**config.mk**
```make
export PLATFORM = sky130hd
export DESIGN_NAME = canv_layer_mix
export DESIGN_NICKNAME = d
export VERILOG_FILES = /design/src/rtl/canv_layer_mix_pkg.sv /design/src/rtl/canv_pix_unpack.sv /design/src/rtl/canv_layer_mix.sv
export SDC_FILE = /design/constraint.sdc
export NUM_CORES = 1
export LEC_CHECK = 0
export CORE_ASPECT_RATIO = 2
export CORE_MARGIN = 2
export CORE_UTILIZATION = 46
export CTS_CLUSTER_DIAMETER = 80
export DETAILED_ROUTE_END_ITERATION = 12
export PLACE_DENSITY = 0.68
export SYNTH_ARGS = -nofsm -noshare
export SYNTH_HDL_FRONTEND = slang
export SYNTH_SLANG_ARGS = --single-unit
```
**constraint.sdc**
```tcl
create_clock -name clk_pix -period 2.4 [get_ports clk_pix]
set_clock_uncertainty 0.1 [all_clocks]
set_input_delay 0.36 -clock clk_pix [delete_from_list [all_inputs] [get_ports clk_pix]]
set_output_delay 0.36 -clock clk_pix [all_outputs]
set_load 0.01 [all_outputs]
```
**src/rtl/canv_layer_mix_pkg.sv**
```systemverilog
// Shared constants and types for the canvas layer mixer and its pixel unpacker.
//   - bpp codes (BPP_1..BPP_8), pixel-ID width for a 32-bit vram word,
//     maximum layer count, widest raw colour index, per-layer config struct.
//   - bpp_val_mask(): mask selecting the valid raw index bits for a bpp code.
package canv_layer_mix_pkg;

    localparam logic [1:0] BPP_1 = 2'd0;
    localparam logic [1:0] BPP_2 = 2'd1;
    localparam logic [1:0] BPP_4 = 2'd2;
    localparam logic [1:0] BPP_8 = 2'd3;

    localparam int unsigned WORD_BITS  = 32;
    localparam int unsigned PIX_IDW    = $clog2(WORD_BITS);
    localparam int unsigned MAX_LAYERS = 4;
    localparam int unsigned RAW_W      = 8;

    typedef struct packed {
        logic       en;
        logic [1:0] bpp;
        logic       trans_en;
    } layer_cfg_t;

    localparam layer_cfg_t CFG_RESET = '{en: 1'b0, bpp: BPP_4, trans_en: 1'b0};

    function automatic logic [RAW_W-1:0] bpp_val_mask(input logic [1:0] bpp);
        logic [RAW_W-1:0] m;
        case (bpp)
            BPP_1:   m = 8'h01;
            BPP_2:   m = 8'h03;
            BPP_4:   m = 8'h0F;
            default: m = 8'hFF;
        endcase
        return m;
    endfunction

endpackage

```
**src/rtl/canv_pix_unpack.sv**
```systemverilog
// Registered pixel unpacker: extracts one colour index from a vram word.
//   clk, rst  : clock, synchronous active-high reset
//   word      : vram word holding several packed pixels
//   pix_id    : pixel number within the word (aliased to the pixels per word)
//   bpp       : bpp code (0=1bpp .. 3=8bpp)
//   raw       : extracted index, zero-extended, one cycle after the inputs
module canv_pix_unpack
    import canv_layer_mix_pkg::*;
#(
    parameter int unsigned WORD = 32
) (
    input  logic               clk,
    input  logic               rst,
    input  logic [WORD-1:0]    word,
    input  logic [PIX_IDW-1:0] pix_id,
    input  logic [1:0]         bpp,
    output logic [RAW_W-1:0]   raw
);

    logic [PIX_IDW-1:0] id_mask;
    logic [PIX_IDW-1:0] id_eff;
    logic [PIX_IDW-1:0] shamt;
    logic [RAW_W-1:0]   raw_d;
    logic [RAW_W-1:0]   raw_q;

    always_comb begin
        // pixels per word = 32 >> bpp, so the ID mask is all-ones shifted the same way
        id_mask = {PIX_IDW{1'b1}} >> bpp;
        id_eff  = pix_id & id_mask;
        // id_eff < ppw, so id_eff << bpp always stays inside the word
        shamt   = id_eff << bpp;
        raw_d   = RAW_W'(word >> shamt) & bpp_val_mask(bpp);
    end

    always_ff @(posedge clk) begin
        if (rst) begin
            raw_q <= '0;
        end else begin
            raw_q <= raw_d;
        end
    end

    assign raw = raw_q;

endmodule

```
**src/rtl/canv_layer_mix.sv**
```systemverilog
// Multi-layer canvas pixel unpacker and priority mixer (clk_pix domain).
//   clk_pix, rst_pix : pixel clock, synchronous active-high reset
//   frame_start      : commits pending layer config to the active set
//   cfg_we/cfg_layer : write pending config of one layer (out-of-range ignored)
//   cfg_en/bpp/trans_en/trans/offs : per-layer config fields
//   pix_id, paint    : per-layer agu outputs, delayed VRAM_LAT to meet vram_dout
//   vram_dout        : per-layer vram words
//   mix_cidx/mix_paint/mix_layer : frontmost opaque layer's CLUT index
module canv_layer_mix
    import canv_layer_mix_pkg::*;
#(
    parameter int unsigned LAYERS     = 2,
    parameter int unsigned WORD       = 32,
    parameter int unsigned CIDX_ADDRW = 8,
    parameter int unsigned VRAM_LAT   = 2
) (
    input  logic                    clk_pix,
    input  logic                    rst_pix,
    input  logic                    frame_start,
    input  logic                    cfg_we,
    input  logic [1:0]              cfg_layer,
    input  logic                    cfg_en,
    input  logic [1:0]              cfg_bpp,
    input  logic                    cfg_trans_en,
    input  logic [CIDX_ADDRW-1:0]   cfg_trans,
    input  logic [CIDX_ADDRW-1:0]   cfg_offs,
    input  logic [LAYERS*5-1:0]     pix_id,
    input  logic [LAYERS-1:0]       paint,
    input  logic [LAYERS*WORD-1:0]  vram_dout,
    output logic [CIDX_ADDRW-1:0]   mix_cidx,
    output logic                    mix_paint,
    output logic [1:0]              mix_layer
);

    localparam int unsigned CMP_W = (CIDX_ADDRW > RAW_W) ? CIDX_ADDRW : RAW_W;

    // ---------------- config registers (pending / active) ----------------
    layer_cfg_t            pend_cfg_d   [LAYERS];
    layer_cfg_t            pend_cfg_q   [LAYERS];
    logic [CIDX_ADDRW-1:0] pend_trans_d [LAYERS];
    logic [CIDX_ADDRW-1:0] pend_trans_q [LAYERS];
    logic [CIDX_ADDRW-1:0] pend_offs_d  [LAYERS];
    logic [CIDX_ADDRW-1:0] pend_offs_q  [LAYERS];
    layer_cfg_t            act_cfg_d    [LAYERS];
    layer_cfg_t            act_cfg_q    [LAYERS];
    logic [CIDX_ADDRW-1:0] act_trans_d  [LAYERS];
    logic [CIDX_ADDRW-1:0] act_trans_q  [LAYERS];
    logic [CIDX_ADDRW-1:0] act_offs_d   [LAYERS];
    logic [CIDX_ADDRW-1:0] act_offs_q   [LAYERS];

    always_comb begin
        pend_cfg_d   = pend_cfg_q;
        pend_trans_d = pend_trans_q;
        pend_offs_d  = pend_offs_q;
        for (int unsigned l = 0; l < LAYERS; l++) begin
            if (cfg_we && (cfg_layer == 2'(l))) begin
                pend_cfg_d[l]   = '{en: cfg_en, bpp: cfg_bpp, trans_en: cfg_trans_en};
                pend_trans_d[l] = cfg_trans;
                pend_offs_d[l]  = cfg_offs;
            end
        end
        // Commit from the _d side so a write in the frame_start cycle goes straight through.
        act_cfg_d   = act_cfg_q;
        act_trans_d = act_trans_q;
        act_offs_d  = act_offs_q;
        if (frame_start) begin
            act_cfg_d   = pend_cfg_d;
            act_trans_d = pend_trans_d;
            act_offs_d  = pend_offs_d;
        end
    end

    always_ff @(posedge clk_pix) begin
        if (rst_pix) begin
            pend_cfg_q   <= '{default: CFG_RESET};
            pend_trans_q <= '{default: '0};
            pend_offs_q  <= '{default: '0};
            act_cfg_q    <= '{default: CFG_RESET};
            act_trans_q  <= '{default: '0};
            act_offs_q   <= '{default: '0};
        end else begin
            pend_cfg_q   <= pend_cfg_d;
            pend_trans_q <= pend_trans_d;
            pend_offs_q  <= pend_offs_d;
            act_cfg_q    <= act_cfg_d;
            act_trans_q  <= act_trans_d;
            act_offs_q   <= act_offs_d;
        end
    end

    // ---------------- pix_id / paint delay to meet vram_dout ----------------
    logic [LAYERS*5-1:0] pix_id_dly;
    logic [LAYERS-1:0]   paint_dly;

    generate
        if (VRAM_LAT == 0) begin : g_nodly
            assign pix_id_dly = pix_id;
            assign paint_dly  = paint;
        end else begin : g_dly
            logic [LAYERS*5-1:0] id_sr_d [VRAM_LAT];
            logic [LAYERS*5-1:0] id_sr_q [VRAM_LAT];
            logic [LAYERS-1:0]   pt_sr_d [VRAM_LAT];
            logic [LAYERS-1:0]   pt_sr_q [VRAM_LAT];

            always_comb begin
                id_sr_d[0] = pix_id;
                pt_sr_d[0] = paint;
                for (int unsigned i = 1; i < VRAM_LAT; i++) begin
                    id_sr_d[i] = id_sr_q[i-1];
                    pt_sr_d[i] = pt_sr_q[i-1];
                end
            end

            always_ff @(posedge clk_pix) begin
                if (rst_pix) begin
                    id_sr_q <= '{default: '0};
                    pt_sr_q <= '{default: '0};
                end else begin
                    id_sr_q <= id_sr_d;
                    pt_sr_q <= pt_sr_d;
                end
            end

            assign pix_id_dly = id_sr_q[VRAM_LAT-1];
            assign paint_dly  = pt_sr_q[VRAM_LAT-1];
        end
    endgenerate

    // ---------------- Stage A: unpack + per-layer attributes ----------------
    // raw is registered inside the unpacker; the attributes it is judged with are
    // registered here in the same cycle so each pixel keeps its own config.
    logic [RAW_W-1:0]      raw          [LAYERS];
    logic [LAYERS-1:0]     sa_live_d;
    logic [LAYERS-1:0]     sa_live_q;
    logic [LAYERS-1:0]     sa_trans_en_d;
    logic [LAYERS-1:0]     sa_trans_en_q;
    logic [CIDX_ADDRW-1:0] sa_trans_d   [LAYERS];
    logic [CIDX_ADDRW-1:0] sa_trans_q   [LAYERS];
    logic [CIDX_ADDRW-1:0] sa_offs_d    [LAYERS];
    logic [CIDX_ADDRW-1:0] sa_offs_q    [LAYERS];

    generate
        for (genvar g = 0; g < LAYERS; g++) begin : g_unpack
            canv_pix_unpack #(
                .WORD (WORD)
            ) u_unpack (
                .clk    (clk_pix),
                .rst    (rst_pix),
                .word   (vram_dout[g*WORD +: WORD]),
                .pix_id (pix_id_dly[g*5 +: 5]),
                .bpp    (act_cfg_q[g].bpp),
                .raw    (raw[g])
            );
        end
    endgenerate

    always_comb begin
        for (int unsigned l = 0; l < LAYERS; l++) begin
            sa_live_d[l]     = act_cfg_q[l].en & paint_dly[l];
            sa_trans_en_d[l] = act_cfg_q[l].trans_en;
            sa_trans_d[l]    = act_trans_q[l];
            sa_offs_d[l]     = act_offs_q[l];
        end
    end

    always_ff @(posedge clk_pix) begin
        if (rst_pix) begin
            sa_live_q     <= '0;
            sa_trans_en_q <= '0;
            sa_trans_q    <= '{default: '0};
            sa_offs_q     <= '{default: '0};
        end else begin
            sa_live_q     <= sa_live_d;
            sa_trans_en_q <= sa_trans_en_d;
            sa_trans_q    <= sa_trans_d;
            sa_offs_q     <= sa_offs_d;
        end
    end

    // ---------------- Stage B: transparency, offset, priority ----------------
    logic [LAYERS-1:0]     opaque;
    logic [CIDX_ADDRW-1:0] idx [LAYERS];
    logic [CIDX_ADDRW-1:0] mix_cidx_d;
    logic [CIDX_ADDRW-1:0] mix_cidx_q;
    logic                  mix_paint_d;
    logic                  mix_paint_q;
    logic [1:0]            mix_layer_d;
    logic [1:0]            mix_layer_q;

    always_comb begin
        mix_cidx_d  = '0;
        mix_paint_d = 1'b0;
        mix_layer_d = '0;
        for (int unsigned l = 0; l < LAYERS; l++) begin
            // transparency is tested on the raw index, before the palette offset
            opaque[l] = sa_live_q[l] &
                        ~(sa_trans_en_q[l] & (CMP_W'(raw[l]) == CMP_W'(sa_trans_q[l])));
            idx[l]    = CIDX_ADDRW'(raw[l]) + sa_offs_q[l];
            if (opaque[l] && !mix_paint_d) begin
                mix_cidx_d  = idx[l];
                mix_paint_d = 1'b1;
                mix_layer_d = 2'(l);
            end
        end
    end

    always_ff @(posedge clk_pix) begin
        if (rst_pix) begin
            mix_cidx_q  <= '0;
            mix_paint_q <= 1'b0;
            mix_layer_q <= '0;
        end else begin
            mix_cidx_q  <= mix_cidx_d;
            mix_paint_q <= mix_paint_d;
            mix_layer_q <= mix_layer_d;
        end
    end

    assign mix_cidx  = mix_cidx_q;
    assign mix_paint = mix_paint_q;
    assign mix_layer = mix_layer_q;

endmodule
```
# ---- Word level (Yosys, flattened, before mapping)
# Index checks and enable logic that the tools add are counted.
dict set report classes {
  addsub 2
  eq_ne 7
  shifts 6
  muxes 13
  bitwise_logic 12
  reduce_logical 7
}
# operator n
set ops {}
lappend ops {{$shr A32 B5 Y8} 2}
lappend ops {{$mux W8} 6}
lappend ops {{$pmux W8 S3} 2}
lappend ops {{$add A8 B8 Y8} 2}
lappend ops {{$and A8 B8 Y8} 2}
lappend ops {{$eq A8 B8 Y1} 2}
lappend ops {{$and A5 B5 Y5} 2}
lappend ops {{$shl A5 B2 Y5} 2}
lappend ops {{$shr A5 B2 Y5 const A} 2}
lappend ops {{$mux W4} 2}
lappend ops {{$and A1 B1 Y1} 6}
lappend ops {{$eq A2 B1 Y1 const B} 3}
lappend ops {{$logic_not A2 Y1} 3}
lappend ops {{$eq A2 B2 Y1 const B} 2}
lappend ops {{$logic_and A1 B1 Y1} 3}
lappend ops {{$mux W1} 3}
lappend ops {{$not A1 Y1} 2}
lappend ops {{$logic_not A1 Y1} 1}
dict set report totals {
  ff_bits 167
  in_bits 102
  out_inout_bits 11
  word_cells 82
}

# ---- Longest topological paths before layout
# Gate-level depths: netlist (run 1).
dict set report depth {
  depth_word 8
  depth_mapped 10
}

# ---- Cells and area by module
# From an unflattened synthesis (run 1), not the netlist that was laid out.
dict set report unflattened {
  hier_cells 1094
  hier_area_um2 9517.9
}
# module n_inst cells_per_inst area_each_um2
set modules_own_cells {}
lappend modules_own_cells {canv_layer_mix 1 518 5406.4}
lappend modules_own_cells {canv_pix_unpack 2 288 2055.7}

# ---- Least setup slack after synthesis (run 1)
# No wires, ideal clock.
dict set report synth_timing {
  path_type {register to register}
  startpoint {register act_cfg_q[1] in the netlist's numbering}
  endpoint {register g_unpack[1].u_unpack.raw_q[3]}
  arrival_ns 1.904
  required_ns 2.178
  setup_slack_ns 0.274
  stages_incl_launch_ff 9
  n_path_buf 2
  cell_sequence {dfxtp_1 -> buf_4 -> and2_1 -> o21ai_0 -> buf_2 -> mux4_2 -> a221oi_1 -> o21ai_0 -> o311a_1}
}
dict set report synth_via {
  elab_chain_cells 5
  word_cells_on_any_way 9
  classes_between {eq/ne (2); shift (3); mux (1); bitwise (2); reduce/logical (1)}
}
# item line_no
set synth_lines {}
lappend synth_lines {{from (decl)} canv_layer_mix.sv:45} ;# layer_cfg_t act_cfg_q [LAYERS];
lappend synth_lines {{from (signal assigned)} canv_layer_mix.sv:85} ;# act_cfg_q <= act_cfg_d;
lappend synth_lines {{$shr A5 B2 Y5} canv_pix_unpack.sv:28} ;# id_mask = {PIX_IDW{1'b1}} >> bpp;
lappend synth_lines {{$and A5 B5 Y5} canv_pix_unpack.sv:29} ;# id_eff = pix_id & id_mask;
lappend synth_lines {{$shl A5 B2 Y5} canv_pix_unpack.sv:31} ;# shamt = id_eff << bpp;
lappend synth_lines {{$shr A32 B5 Y8} canv_pix_unpack.sv:32} ;# raw_d = RAW_W'(word >> shamt) & bpp_val_mask(bpp);
lappend synth_lines {{$and A8 B8 Y8 (*)} canv_pix_unpack.sv:32}
lappend synth_lines {{to (signal assigned)} canv_pix_unpack.sv:39} ;# raw_q <= raw_d;
lappend synth_lines {{to (decl)} canv_pix_unpack.sv:24} ;# logic [RAW_W-1:0] raw_q;
# Every way passes the cells marked *; elsewhere a longest branch is shown, timed or not.
# A chain may end at the register's enable or synchronous reset.

# ---- Worst setup path after layout (run 1)
dict set report layout_timing {
  startpoint {register act_cfg_q[1] in the netlist's numbering}
  endpoint {register g_unpack[1].u_unpack.raw_q[4]}
}
# The elaborated chain is that of the path after synthesis.

==> results of run 1 <==
==> layout make-up <==
type,count,area (um^2),share of cell area
clock buffer,19,442.9,0.03839
clock inverter,13,132.6,0.01150
inverter,12,45.04,0.003905
multi-input combinational,700,5216,0.4522
sequential,166,3331,0.2887
tap,255,319.1,0.02766
timing repair buffer,217,2049,0.1777
==> state kept, by name, indices dropped and copies added, names as in the netlist <==
signal                 cells
act_cfg_q                  8
act_offs_q                16
act_trans_q               16
g_dly.id_sr_d             10
g_dly.pt_sr_d              2
g_unpack.u_unpack.raw     16
mix_cidx                   8
mix_layer                  1
mix_paint                  1
paint_dly                  2
pend_cfg_q                 8
pend_offs_q               16
pend_trans_q              16
pix_id_dly                10
sa_live_q                  2
sa_offs_q                 16
sa_trans_en_q              2
sa_trans_q                16
==> worst max-delay path: cells and delay by family (launching register included) <==
kind / cells / cell delay, ns
buf+inv: 2 / 0.37
simple gates: 1 / 0.44
mux: 2 / 0.65
flops: 1 / 0.39
compound gates: 2 / 0.33
==> power by group through the flow <==
stage	Sequential (uW)	Clock [uW]	Combinational, uW
floorplan	2980	0	600
global placement	3010	0	1110
detailed placement	3020	0	1110
CTS	2950	2670	1120
global route	2960	2800	1210
finish	2960	2620	1130
==> kinds of logic after synthesis <==
logic type               Yosys count
AND/OR/NAND/NOR                  311
AO/OA/AOI/OAI                    192
flip-flops                       166
multiplexers                     152
buffers and inverters             77
XOR/XNOR                          28
adder cells (fa/ha/maj)           16
other                              1
==> per-layer routing <==
metal  track usage  vias to the layer above
li1              -                     3741
met1        0.2451                     3706
met4        0.2743                        0
met5             0                        -
met3       0.04318                      127
met2        0.5794                      277
==> worst max path at each step <==
| stage | from | slack, ns | endpoint |
|---|---|---|---|
| 5_1_grt | act_cfg_q[1] | -0.03 | g_unpack[1].u_unpack.raw[4] |
| 6_report | act_cfg_q[1] | 0.06 | g_unpack[1].u_unpack.raw[4] |
| 3_3_place_gp | act_cfg_q[1] | 0.008 | g_unpack[1].u_unpack.raw[1] |
| 3_5_place_dp | act_cfg_q[1] | -0.04 | g_unpack[1].u_unpack.raw[1] |
| 4_1_cts | act_cfg_q[1] | 0.05 | g_unpack[1].u_unpack.raw[4] |
| 2_1_floorplan | act_cfg_q[1] | 0.27 | g_unpack[1].u_unpack.raw[3] |
==> cell usage in the layout, fill, tap and decap left out, types with 14 or more instances in the layout <==
| master | netlist | final |
|---|---|---|
| dfxtp_1 | 166 | 162 |
| nor2_1 | 124 | 124 |
| mux2i_1 | 114 | 112 |
| clkdlybuf4s50_1 | 0 | 109 |
| buf_4 | 10 | 95 |
| nor2b_1 | 66 | 66 |
| a211oi_1 | 53 | 53 |
| nand2_1 | 51 | 51 |
| a21oi_1 | 32 | 32 |
| xnor2_1 | 25 | 25 |
| o21ai_0 | 26 | 25 |
| mux4_2 | 18 | 18 |
| nand3_1 | 17 | 17 |
| clkbuf_16 | 0 | 17 |
| ha_1 | 14 | 14 |
==> metrics by stage <==
stage,util,area [um^2]
3_5_place_dp,0.5801,10920
6_report,0.6125,11540
4_1_cts,0.6107,11500
2_1_floorplan,-,8884
3_3_place_gp,0.5801,10920
5_1_grt,0.6125,11540
==> what timing repair did <==
action                     CTS  global route
setup endpoints to repair    5             9
gates resized for setup      1             9
pin swaps                    0             1
buffers inserted             0             1
cloned                       0             0
==> results_dict.tcl, run 1 <==
set metrics [dict create \
    clockBufferDepth 2 \
    hold_buffers 0 \
    cts_buffers 17 \
    cp-start-kind "flip-flop" \
    slowest_stage "mux4_2" \
    synth_edf_count 0 \
    grt-ovfl-total 0 \
    internal-power_uw 4927 \
    place_inst 1349 \
    wl_per_cell_um 21.74 \
    synth_common_cells "dfxtp_1 (166), nor2_1 (124), mux2i_1 (114), nor2b_1 (66), a211oi_1 (53)" \
    comb_power_share 0.168 \
    synth_most_common_cell "dfxtp_1" \
    coreArea_mm2 0.01883 \
    setup_tns_ns 0 \
    leakage_uw 0.004759 \
    rsz0062_at_grt "yes" \
    synth-main-ff-cell "dfxtp_1" \
    synth_top_area_share 0.3741 \
    drc 0 \
    async_flop_share 0 \
    nets 1232 \
    yosys.area_share.adder 0.02423 \
    power_uw 6709 \
    synthTopCellsByArea "dfxtp_1 (37%), mux2i_1 (13%), nor2_1 (5.2%)" \
    drt_iter0_drc 317 \
    drt-met1-wl_um 9071 \
    dr_total_vias 7851 \
    r2r_start "act_cfg_q[1]" \
    reg2reg_to "g_unpack[1].u_unpack.raw[4]" \
    antenna_found_initial 0 \
    critPathMaxFanout 16 \
    p_switching_uw 1783 \
    drive_gt1_frac 0.1730 \
    clkSinkCount 166 \
    slew_violations 0 \
    worstHoldEndpoint "mix_cidx[2]" \
    initial_core_util 0.4717 \
    irDropWorstVdd_mv 0.4939 \
    wl_um 30050 \
    crit_path_end_kind "flip-flop" \
    cts_tree "yes" \
    die_x_um 102.3 \
    fin_hold_ws_ns 0.2368 \
    tightestPinTransition_ns 0.6691 \
    htree_levels 4 \
    synthXorXnorAreaFrac 0.02761 \
    grt_pass1_wl_um 45510 \
    clock_tree.root_cell "clkbuf_16" \
    port_buffers 111 \
    p_sw_frac 0.2657 \
    arrival_ns 2.61 \
    io_pins 113 \
    synth_nets 1061 \
    outcome "finished, final reports clean" \
    cpPeakStageDelay_ns 0.48 \
    synth_mux_area_frac 0.2079 \
    cp_cell_sequence "buf_4 -> or3b_1 -> buf_12 -> mux2i_1 -> mux4_2 -> o221ai_1 -> o21a_1" \
    route.met3.wl_um 873 \
    fin_crit_ns 2.340 \
    gr-usage-all-layers 0.3022 \
    fmaxAchievable_mhz 427.3 \
    path_clk_slew_ns 0.06 \
    max_cap_viol_count 0 \
    holdPathStages 2 \
    n_antenna_cell 0 \
    rr_worst_depth 7 \
    die_h_um 200.5 \
    gp_congestion 1.026 \
    yosys_warnings 0 \
    dpl.hpwl_um 24220 \
    grt_pass1_vias 8145 \
    min_path_type "in -> reg" \
    synth_top_family_by_area "multiplexers" \
    yosys.area.top_type "dfxtp_1" \
    synth_seq_cells 166 \
    powerDensity_mw_per_mm2 581.6 \
    power_frac_seq 0.440 \
    fin_crit_sh 0.9752 \
    die_area_mm2 0.02051 \
    synth_simple_gate_area_share 0.1706 \
    top_layer "met4" \
    yosysSeqAreaShare 0.3741 \
    pre_cts_ws_ns -0.03908 \
    holdCritStartpoint "rst_pix" \
    ys_types 73 \
    p_clk_frac 0.391 \
    synth-compound-area-share 0.1530 \
    fin_ws_ns 0.05962 \
    syn_to_final_growth_pct 29.86 \
    routed-wl-met2_um 16760 \
    row_count 71 \
    crit_required_ns 2.67 \
    antenna_left 0 \
    stdcell_count 1382 \
    finalSetupViolCount 0 \
    viasPerCell 5.681 \
    fill_cells 1654 \
    synthCells 943 \
    reg2reg_slack_ns 0.06 \
    firstDrtPassIters 5 \
    timing_hold_violations_final 0 \
    syn_area_mm2 0.008884 \
    worstSetupPathType "reg -> reg" \
    clock_latency_ns 0.42 \
    postSynthAreaPerCell_um2 9.420 \
    grt_max_degree 77 \
    slew_headroom 0.5539 \
]
Power figures use the tool's default switching activity.
==> run 2: changes to the inputs <==
Settings changed: CTS_CLUSTER_DIAMETER 80 to 100.
==> results of run 2 <==
No change in the layout: final DEF, timing and power equal those of run 1.
